[src/rtl/mem_port_arbiter_if.sv]
// Bundle of the two requester ports and the memory port of mem_port_arbiter.
// The arbiter connects through the slave modport; the driving side uses master.
interface mem_port_arbiter_if #(
  parameter int unsigned AW = 32,
  parameter int unsigned DW = 32
);
  // Requester 0: core fetch/load/store path
  logic          m0_req;
  logic          m0_we;
  logic [AW-1:0] m0_addr;
  logic [DW-1:0] m0_wdata;
  logic          m0_gnt;
  logic          m0_done;
  // Requester 1: loader / debug / DMA
  logic          m1_req;
  logic          m1_we;
  logic [AW-1:0] m1_addr;
  logic [DW-1:0] m1_wdata;
  logic          m1_gnt;
  logic          m1_done;
  // Shared results and memory side
  logic [DW-1:0] rdata;
  logic          mem_en;
  logic          mem_we;
  logic [AW-1:0] mem_addr;
  logic [DW-1:0] mem_wdata;
  logic [DW-1:0] mem_rdata;
  logic          mem_ready;
  logic          busy;
  logic          err;

  modport slave (
    input  m0_req, m0_we, m0_addr, m0_wdata,
    input  m1_req, m1_we, m1_addr, m1_wdata,
    input  mem_rdata, mem_ready,
    output m0_gnt, m0_done, m1_gnt, m1_done,
    output rdata, mem_en, mem_we, mem_addr, mem_wdata, busy, err
  );

  modport master (
    output m0_req, m0_we, m0_addr, m0_wdata,
    output m1_req, m1_we, m1_addr, m1_wdata,
    output mem_rdata, mem_ready,
    input  m0_gnt, m0_done, m1_gnt, m1_done,
    input  rdata, mem_en, mem_we, mem_addr, mem_wdata, busy, err
  );
endinterface

[src/rtl/mem_port_arbiter.sv]
// Round-robin arbiter sharing one memory port between two requesters.
// A request is latched in IDLE, the bus is held in ACCESS until mem_ready,
// then the arbiter returns to IDLE and re-arbitrates in the done cycle.
// Optional access timeout: define ARB_TIMEOUT_EN to abort an ACCESS after
// TIMEOUT cycles without mem_ready (done + err pulse together).
module mem_port_arbiter #(
  parameter int unsigned AW      = 32,
  parameter int unsigned DW      = 32,
  parameter int unsigned TIMEOUT = 16
) (
  input  logic                clk,
  input  logic                reset,
  mem_port_arbiter_if.slave   bus
);

  typedef enum logic {StIdle, StAccess} state_e;

  state_e        r_state;
  state_e        w_state_next;

  logic          r_owner;       // 0: m0, 1: m1
  logic          r_last_owner;  // owner of the last finished access
  logic          r_we;
  logic [AW-1:0] r_addr;
  logic [DW-1:0] r_wdata;
  logic [DW-1:0] r_rdata;
  logic [1:0]    r_gnt;
  logic [1:0]    r_done;

  logic          w_access;
  logic          w_any_req;
  logic          w_sel;
  logic          w_start;
  logic          w_complete;
  logic          w_abort;
  logic          w_timeout;

  assign w_access = (r_state == StAccess);

  // Pick a requester: a lone request wins, a tie goes to the non-last owner
  always_comb begin
    w_any_req = bus.m0_req | bus.m1_req;
    w_sel     = (bus.m0_req & bus.m1_req) ? ~r_last_owner : bus.m1_req;
  end

  // Next-state decode
  always_comb begin
    w_state_next = r_state;
    w_start      = 1'b0;
    w_complete   = 1'b0;
    w_abort      = 1'b0;
    unique case (r_state)
      StIdle: begin
        if (w_any_req) begin
          w_start      = 1'b1;
          w_state_next = StAccess;
        end
      end
      StAccess: begin
        // mem_ready takes priority over a coinciding timeout
        if (bus.mem_ready) begin
          w_complete   = 1'b1;
          w_state_next = StIdle;
        end else if (w_timeout) begin
          w_abort      = 1'b1;
          w_state_next = StIdle;
        end
      end
      default: w_state_next = StIdle;
    endcase
  end

  // State register
  always_ff @(posedge clk or posedge reset) begin
    if (reset) begin
      r_state <= StIdle;
    end else begin
      r_state <= w_state_next;
    end
  end

  // Latched request, read data and round-robin history
  always_ff @(posedge clk or posedge reset) begin
    if (reset) begin
      r_owner      <= 1'b0;
      r_last_owner <= 1'b1;
      r_we         <= 1'b0;
      r_addr       <= '0;
      r_wdata      <= '0;
      r_rdata      <= '0;
    end else begin
      if (w_start) begin
        r_owner <= w_sel;
        r_we    <= w_sel ? bus.m1_we    : bus.m0_we;
        r_addr  <= w_sel ? bus.m1_addr  : bus.m0_addr;
        r_wdata <= w_sel ? bus.m1_wdata : bus.m0_wdata;
      end
      if (w_complete && !r_we) begin
        r_rdata <= bus.mem_rdata;
      end
      if (w_complete || w_abort) begin
        r_last_owner <= r_owner;
      end
    end
  end

  // One-cycle gnt/done pulses, registered so they follow the state edge
  always_ff @(posedge clk or posedge reset) begin
    if (reset) begin
      r_gnt  <= 2'b00;
      r_done <= 2'b00;
    end else begin
      r_gnt  <= w_start ? (w_sel ? 2'b10 : 2'b01) : 2'b00;
      r_done <= (w_complete || w_abort) ? (r_owner ? 2'b10 : 2'b01) : 2'b00;
    end
  end

`ifdef ARB_TIMEOUT_EN
  localparam int unsigned CntW = (TIMEOUT > 1) ? $clog2(TIMEOUT) : 1;

  logic [CntW-1:0] r_cnt;
  logic            r_err;

  assign w_timeout = (r_cnt == CntW'(TIMEOUT - 1));

  // Count ACCESS cycles that pass without mem_ready
  always_ff @(posedge clk or posedge reset) begin
    if (reset) begin
      r_cnt <= '0;
      r_err <= 1'b0;
    end else begin
      if (w_start) begin
        r_cnt <= '0;
      end else if (w_access && !bus.mem_ready && !w_timeout) begin
        r_cnt <= r_cnt + CntW'(1);
      end
      r_err <= w_abort;
    end
  end

  assign bus.err = r_err;
`else
  assign w_timeout = 1'b0;
  assign bus.err   = 1'b0;
`endif

  assign bus.mem_en    = w_access;
  assign bus.busy      = w_access;
  assign bus.mem_we    = r_we & w_access;
  assign bus.mem_addr  = r_addr;
  assign bus.mem_wdata = r_wdata;
  assign bus.rdata     = r_rdata;
  assign bus.m0_gnt    = r_gnt[0];
  assign bus.m1_gnt    = r_gnt[1];
  assign bus.m0_done   = r_done[0];
  assign bus.m1_done   = r_done[1];

endmodule

[src/flat_wrapper.sv]
// flat-port wrapper written by rule: the top's interface ports become plain ports
module mem_port_arbiter_flat 
#(
  parameter int unsigned AW      = 32,
  parameter int unsigned DW      = 32,
  parameter int unsigned TIMEOUT = 16
)
  (clk, reset, bus_m0_req, bus_m0_we, bus_m0_addr, bus_m0_wdata, bus_m1_req, bus_m1_we, bus_m1_addr, bus_m1_wdata, bus_mem_rdata, bus_mem_ready, bus_m0_gnt, bus_m0_done, bus_m1_gnt, bus_m1_done, bus_rdata, bus_mem_en, bus_mem_we, bus_mem_addr, bus_mem_wdata, bus_busy, bus_err);
  mem_port_arbiter_if #(.AW(AW), .DW(DW)) bus_i ();
  input  logic clk;
  input  logic reset;
  input wire logic [$bits(bus_i.m0_req)-1:0] bus_m0_req;
  input wire logic [$bits(bus_i.m0_we)-1:0] bus_m0_we;
  input wire logic [$bits(bus_i.m0_addr)-1:0] bus_m0_addr;
  input wire logic [$bits(bus_i.m0_wdata)-1:0] bus_m0_wdata;
  input wire logic [$bits(bus_i.m1_req)-1:0] bus_m1_req;
  input wire logic [$bits(bus_i.m1_we)-1:0] bus_m1_we;
  input wire logic [$bits(bus_i.m1_addr)-1:0] bus_m1_addr;
  input wire logic [$bits(bus_i.m1_wdata)-1:0] bus_m1_wdata;
  input wire logic [$bits(bus_i.mem_rdata)-1:0] bus_mem_rdata;
  input wire logic [$bits(bus_i.mem_ready)-1:0] bus_mem_ready;
  output wire logic [$bits(bus_i.m0_gnt)-1:0] bus_m0_gnt;
  output wire logic [$bits(bus_i.m0_done)-1:0] bus_m0_done;
  output wire logic [$bits(bus_i.m1_gnt)-1:0] bus_m1_gnt;
  output wire logic [$bits(bus_i.m1_done)-1:0] bus_m1_done;
  output wire logic [$bits(bus_i.rdata)-1:0] bus_rdata;
  output wire logic [$bits(bus_i.mem_en)-1:0] bus_mem_en;
  output wire logic [$bits(bus_i.mem_we)-1:0] bus_mem_we;
  output wire logic [$bits(bus_i.mem_addr)-1:0] bus_mem_addr;
  output wire logic [$bits(bus_i.mem_wdata)-1:0] bus_mem_wdata;
  output wire logic [$bits(bus_i.busy)-1:0] bus_busy;
  output wire logic [$bits(bus_i.err)-1:0] bus_err;
  assign bus_i.m0_req = bus_m0_req;
  assign bus_i.m0_we = bus_m0_we;
  assign bus_i.m0_addr = bus_m0_addr;
  assign bus_i.m0_wdata = bus_m0_wdata;
  assign bus_i.m1_req = bus_m1_req;
  assign bus_i.m1_we = bus_m1_we;
  assign bus_i.m1_addr = bus_m1_addr;
  assign bus_i.m1_wdata = bus_m1_wdata;
  assign bus_i.mem_rdata = bus_mem_rdata;
  assign bus_i.mem_ready = bus_mem_ready;
  assign bus_m0_gnt = bus_i.m0_gnt;
  assign bus_m0_done = bus_i.m0_done;
  assign bus_m1_gnt = bus_i.m1_gnt;
  assign bus_m1_done = bus_i.m1_done;
  assign bus_rdata = bus_i.rdata;
  assign bus_mem_en = bus_i.mem_en;
  assign bus_mem_we = bus_i.mem_we;
  assign bus_mem_addr = bus_i.mem_addr;
  assign bus_mem_wdata = bus_i.mem_wdata;
  assign bus_busy = bus_i.busy;
  assign bus_err = bus_i.err;
  mem_port_arbiter #(.AW(AW), .DW(DW), .TIMEOUT(TIMEOUT)) u_core (.clk(clk), .reset(reset), .bus(bus_i));
endmodule
[config.mk]
export PLATFORM = sky130hd
export DESIGN_NAME = mem_port_arbiter_flat
export DESIGN_NICKNAME = d
export VERILOG_FILES = /design/src/rtl/mem_port_arbiter_if.sv /design/src/rtl/mem_port_arbiter.sv /design/src/flat_wrapper.sv
export SDC_FILE = /design/constraint.sdc
export NUM_CORES = 1
export LEC_CHECK = 0
export BUFFER_PORTS_ARGS = -buffer_cell sky130_fd_sc_hd__buf_2
export CORE_UTILIZATION = 35
export DETAILED_ROUTE_END_ITERATION = 16
export HOLD_SLACK_MARGIN = 0.12
export MAX_ROUTING_LAYER = met4
export PLACE_DENSITY = 0.68
export SETUP_SLACK_MARGIN = 0.02
export SLEW_MARGIN = 20
export SYNTH_ARGS = -nofsm -noshare
export SYNTH_HDL_FRONTEND = slang
export SYNTH_SLANG_ARGS = --single-unit
[constraint.sdc]
create_clock -name clk -period 9.3 [get_ports clk]
set_clock_uncertainty 0.1 [all_clocks]
set_input_delay 1.395 -clock clk [delete_from_list [all_inputs] [get_ports clk]]
set_output_delay 1.395 -clock clk [all_outputs]
set_load 0.03 [all_outputs]
Word-level counts from Yosys, hierarchy flattened
Index checks and enable logic that the tools add are counted.

cells by class
  multiplexer cells = 14
  bitwise gates (word level) = 5
  reduce and logical (&&, ||, !) cells = 2

operators by type and width
  operator                               count
  32-bit 2-to-1 mux                      2
  2-bit 2-to-1 mux                       4
  1-bit 2-to-1 mux                       7
  1-bit bitwise AND                      2
  1-bit NOT                              2
  1-bit one-hot mux with 2 select lines  1
  1-bit logical AND                      1
  1-bit logical NOT                      1
  1-bit bitwise OR                       1

storage, ports and cells
  flip-flop bits (word level) = 104
  bits of input ports = 167
  output and inout bits = 104
  logic and storage cells = 30

Logic depth before layout (Yosys ltp)
  word-level depth = 4
  gate-level depth with buffers = 5
  gate-level depth less buffers = 3

Worst setup path after synthesis
OpenSTA, ideal clock, no wires.

  kind = input -> register
  start = in bus_m1_req
  end = reg u_core.r_addr[0], in the netlist u_core.bus.mem_addr[0]
  library setup time = 0.126 ns
  arrival time = 2.311 ns
  required time = 9.074 ns
  slack = 6.763 ns
  stages = 5
  buffers on the path = 2
  cell sequence = inv_1 -> o211a_1 -> buf_2 -> buf_2 -> a221o_1

on the way
  longest elaborated chain between the ends = 3
  elaborated cells on any way between the ends = 6
  classes of those cells = mux: 4; bitwise: 2

ends and longest elaborated chain
  element                                                       RTL line                                        text
  from (decl)                                                   flat_wrapper.sv:16                              input wire logic [$bits(bus_i.m1_req)-1:0] bus_m1_req;
  1-bit bitwise AND / 1-bit bitwise OR (equally long branches)  mem_port_arbiter.sv:43, mem_port_arbiter.sv:42
  1-bit 2-to-1 mux (on tied branches)                           mem_port_arbiter.sv:43, mem_port_arbiter.sv:54
  32-bit 2-to-1 mux / 1-bit 2-to-1 mux (equally long branches)  mem_port_arbiter.sv:95, mem_port_arbiter.sv:52
  to (signal assigned)                                          mem_port_arbiter.sv:95                          r_addr <= w_sel ? bus.m1_addr : bus.m0_addr;
  to (decl)                                                     mem_port_arbiter.sv:24                          logic [AW-1:0] r_addr;

Several ways; a longest one is shown, not always the timed one.
A chain may end at the register's enable or synchronous reset.

Worst setup path after layout
  start = in bus_m1_req
  end = reg u_core.r_wdata[0], in the netlist u_core.bus.mem_wdata[0]

on the way
  longest elaborated chain between the ends = 3
  elaborated cells on any way between the ends = 6
  classes of those cells = mux: 4; bitwise: 2

ends and longest elaborated chain
  element                                                       RTL line                                        text
  1-bit bitwise AND / 1-bit bitwise OR (equally long branches)  mem_port_arbiter.sv:43, mem_port_arbiter.sv:42
  1-bit 2-to-1 mux (on tied branches)                           mem_port_arbiter.sv:43, mem_port_arbiter.sv:54
  32-bit 2-to-1 mux / 1-bit 2-to-1 mux (equally long branches)  mem_port_arbiter.sv:96, mem_port_arbiter.sv:52
  to (signal assigned)                                          mem_port_arbiter.sv:96                          r_wdata <= w_sel ? bus.m1_wdata : bus.m0_wdata;
  to (decl)                                                     mem_port_arbiter.sv:25                          logic [DW-1:0] r_wdata;

Several ways; a longest one is shown, not always the timed one.

==> impl_metrics.csv <==
group,metric,value,unit
status,outcome,"complete, no violations",
worst_setup_path,r2r_end,"u_core.bus.rdata[30]",
worst_setup_path,timing.critical_path.slowest_stage_cell,"o211a_2",
logic_synthesis,yosys.cell_count.top_type,"dfrtp_1",
pwr,power.leakage,3.281,nW
place,hpwl,8783,um
grt,largest_net_degree_at_the_start_of_global_routing,54,
grt,grt_pass1_wl,18640,um
timing,unrepaired_setup_endpoints_after_global_routing,"false",
worst_setup_path,reg2reg_depth,3,
final_layout,final_layout_size_suffix_gt1_frac,0.5744,
logic_synthesis,postSynthRegisterBits,104,
grt,grt_antenna_before_repair,1,
worst_setup_path,critical_path_depth,5,
logic_synthesis,post_synth_num_cell_types,21,
clocking,ctsHtreeMaxLevel,3,
detailed_routing,drcViolationCount,0,
detailed_routing,drt_pre_antenna_iters,4,
worst_setup_path,r2r_setup_slack,7.17,ns
timing,worst_pin_slew,1.056,ns
logic_synthesis,post_synth_xor_area_fraction,0,
logic_synthesis,yosys_warnings,0,
logic_synthesis,postSynthAreaPerCell,14.20,um^2
detailed_routing,post_drt_via_cell_ratio,4.935,
logic_synthesis,post_synth_and_or_nand_nor_area_fraction,0.09897,
die,die_height,113.8,um
clocking,num_cts_buffers,9,
die,fp-row-count,40,
min_path,min-delay-path-class,"flop to flop",
place,place.port_buffers,269,
timing,max_freq,352.5,MHz
detailed_routing,post_drt_wl_per_cell,16.33,um
detailed_routing,drt_wl_total,12080,um
final_layout,sequential_cell_area,2604,um^2
logic_synthesis,post_synth_main_area_contributors,"dfrtp_1, a221o_1, mux2_4, and2_1, buf_2",
logic_synthesis,mux_contribution_to_synthesized_area,0.1081,
detailed_routing,postRouteAntennaNets,0,
worst_setup_path,timing.critical_path.buf_inv,3,
grt,grt_overflow_total,0,
timing,final.min_clock_period,2.837,ns
detailed_routing,detailedRoute.firstIterationViolations,180,
clocking,cts-hold-fix-buffers,0,
place,gp_congestion,0.7453,
pwr,ir_worst_vdd,0.1024,mV
worst_setup_path,timing.critical_path.slowest_cell_delay,0.64,ns
logic_synthesis,yosys.area.top_type,"dfrtp_1",
final_layout,final_nets,733,
die,dieArea,12950,um^2
pwr,power_density,278.4,nW/um^2
logic_synthesis,synth_largest_type_area_fraction,0.5892,
worst_setup_path,worstPathCellList,"buf_2 -> inv_1 -> o211a_2 -> buf_4 -> a221o_1",
logic_synthesis,synth_nets,475,
timing,setup_ws,6.463,ns
logic_synthesis,main_combinational_cell_family_by_area_after_synthesis,"compound AO/OA/AOI/OAI gates",
logic_synthesis,synthAdderAreaFrac,0,
die,io-pin-count,271,
timing,final-max-slew-violation-count,0,
timing,setup-tns-final,0,ns
timing,timing.final.hold_violations,0,
logic_synthesis,cells_after_synth,308,
clocking,postCtsSetupRepairBufs,0,
logic_synthesis,leading_post_synthesis_cells_by_instance_count,"dfrtp_1, and2_1, a221o_1",
final_layout,fillCellCount,1109,
grt,grt.total_usage,0.1931,
worst_setup_path,critPathKind,"input port to flop",
detailed_routing,routed-via-count,3652,
worst_setup_path,critical_path.startpoint_type,"input port",
logic_synthesis,synth_ff_type,"dfrtp_1",
die,initial_utilization,0.3612,
worst_setup_path,critPathLaunch,"bus_m1_req",
worst_setup_path,worst_setup_path_endpoint,"u_core.bus.mem_wdata[0]",
clocking,clock_insertion_delay_worst_skew,0.34,ns
die,core_region_area,12110,um^2
clocking,cts_tree,"yes",
clocking,cts.sinks,104,
final_layout,finish.utilization,0.5090,
logic_synthesis,synth_sequential_area_ratio,0.5953,
clocking,clk_pin_slew_worst_paths,0.07,ns
clocking,clk_root_buffer_cell,"clkbuf_16",
logic_synthesis,synth_compound_area_frac,0.1610,
clocking,worst_case_clock_buffer_depth,2,
worst_setup_path,worst-endpoint-arrival,3.02,ns
die,die-width,113.8,um
logic_synthesis,synth_enable_flop_cells,0,
logic_synthesis,mappedNetlistArea,4374,um^2
clocking,ctsResizeCount,0,
logic_synthesis,synth-async-reset-ratio,1.000,
worst_setup_path,end_kind,"flop",
final_layout,synth_to_layout_area_growth,40.93,%
timing,setup-violations-final,0,
flow_run,cap_viol_max_count,0,
grt,first_global_vias,3734,
worst_setup_path,timing.rr.start,"u_core.bus.busy",
worst_setup_path,required,9.48,ns
timing,final_min_period_over_clock_period,0.3051,
final_layout,multi_input_comb_area,1633,um^2
worst_setup_path,cp_max_fo,38,
place,pre_cts_ws,6.067,ns
worst_setup_path,worst_path_dominant_cell_family,"compound AO/OA/AOI/OAI gates",
timing,max-slew-margin-rel,0.2963,
[worst register-to-register path: cells and delay by family, from the launching register on]
| family | cells | cell delay, ns |
|---|---|---|
| DFF | 1 | 0.49 |
| muxes | 1 | 0.44 |
| and+or+nand+nor | 2 | 0.99 |
[kinds of logic (layout without fill, tap and decap cells)]
family                 count (synthesis)  count (layout)
buffers and inverters                 30             293
and+or+nand+nor                       70              70
muxes                                 32              32
AOI/OAI and AO/OA                     71              71
other                                  1               2
DFF                                  104             104
[metal layers]
| metal | track usage | share of wire |
|---|---|---|
| met1 | 0.2278 | 0.42 |
| met2 | 0.3232 | 0.50 |
| met3 | 0.04091 | 0.067 |
| met4 | 0.07706 | 0.016 |
| met5 | - | 0 |
[worst min path at each step]
stage / from / endpoint / slack, ns / depth (start not counted)
6_report: u_core.r_owner / u_core.r_done[0] / 0.36 / 1
5_1_grt: u_core.bus.rdata[6] / u_core.bus.rdata[6] / 0.41 / 1
4_1_cts: u_core.r_owner / u_core.r_done[0] / 0.37 / 1
3_5_place_dp: u_core.r_owner / u_core.r_done[0] / 0.36 / 1
3_3_place_gp: u_core.r_owner / u_core.r_done[0] / 0.35 / 1
2_1_floorplan: u_core.r_owner / u_core.r_done[0] / 0.32 / 1
[cell type report]
cell class | count | area share
inverter | 3 | 0.002233
clock buffer | 10 | 0.03877
sequential | 104 | 0.4224
timing repair buffer | 274 | 0.2277
tap | 168 | 0.03410
clock inverter | 6 | 0.009539
multi-input combinational | 174 | 0.2649
antenna | 1 | 0.0004059
[state kept, by name (all words and copies together) (netlist names)]
register              count
u_core.bus.busy           1
u_core.bus.mem_addr      32
u_core.bus.mem_wdata     32
u_core.bus.rdata         32
u_core.r_done             2
u_core.r_gnt              2
u_core.r_last_owner       1
u_core.r_owner            1
u_core.r_we               1
[where the power goes]
group | internal, mW | switching [mW] | leakage, nW
combinational | 0.271 | 0.421 | 1.86
sequential | 0.582 | 0.0695 | 1.27
clock | 0.214 | 0.159 | 0.152
total | 1.07 | 0.650 | 3.28
[stage by stage]
| step | std cells | total power, mW | cell area (um^2) | hold slack [ns] |
|---|---|---|---|---|
| 3_5_place_dp | 723 | 1.351 | 5864 | 0.3588 |
| 2_1_floorplan | 308 | 1.130 | 4374 | 0.3192 |
| 6_report | 740 | 1.717 | 6165 | 0.3617 |
| 4_1_cts | 739 | 1.735 | 6162 | 0.3727 |
| 3_3_place_gp | 722 | 1.333 | 5837 | 0.3534 |
| 5_1_grt | 740 | 1.804 | 6165 | 0.4137 |
[cell usage in the layout, fill, tap and decap left out, types with 2 or more instances in the layout]
cell / instances
buf_2: 269
dfrtp_1: 103
and2_1: 66
a221o_1: 65
mux2_4: 30
clkbuf_16: 9
clkinv_2: 4
buf_4: 4
inv_1: 2
a21o_1: 2
mux2_2: 2
No activity file was read; power rests on OpenSTA's default activity.
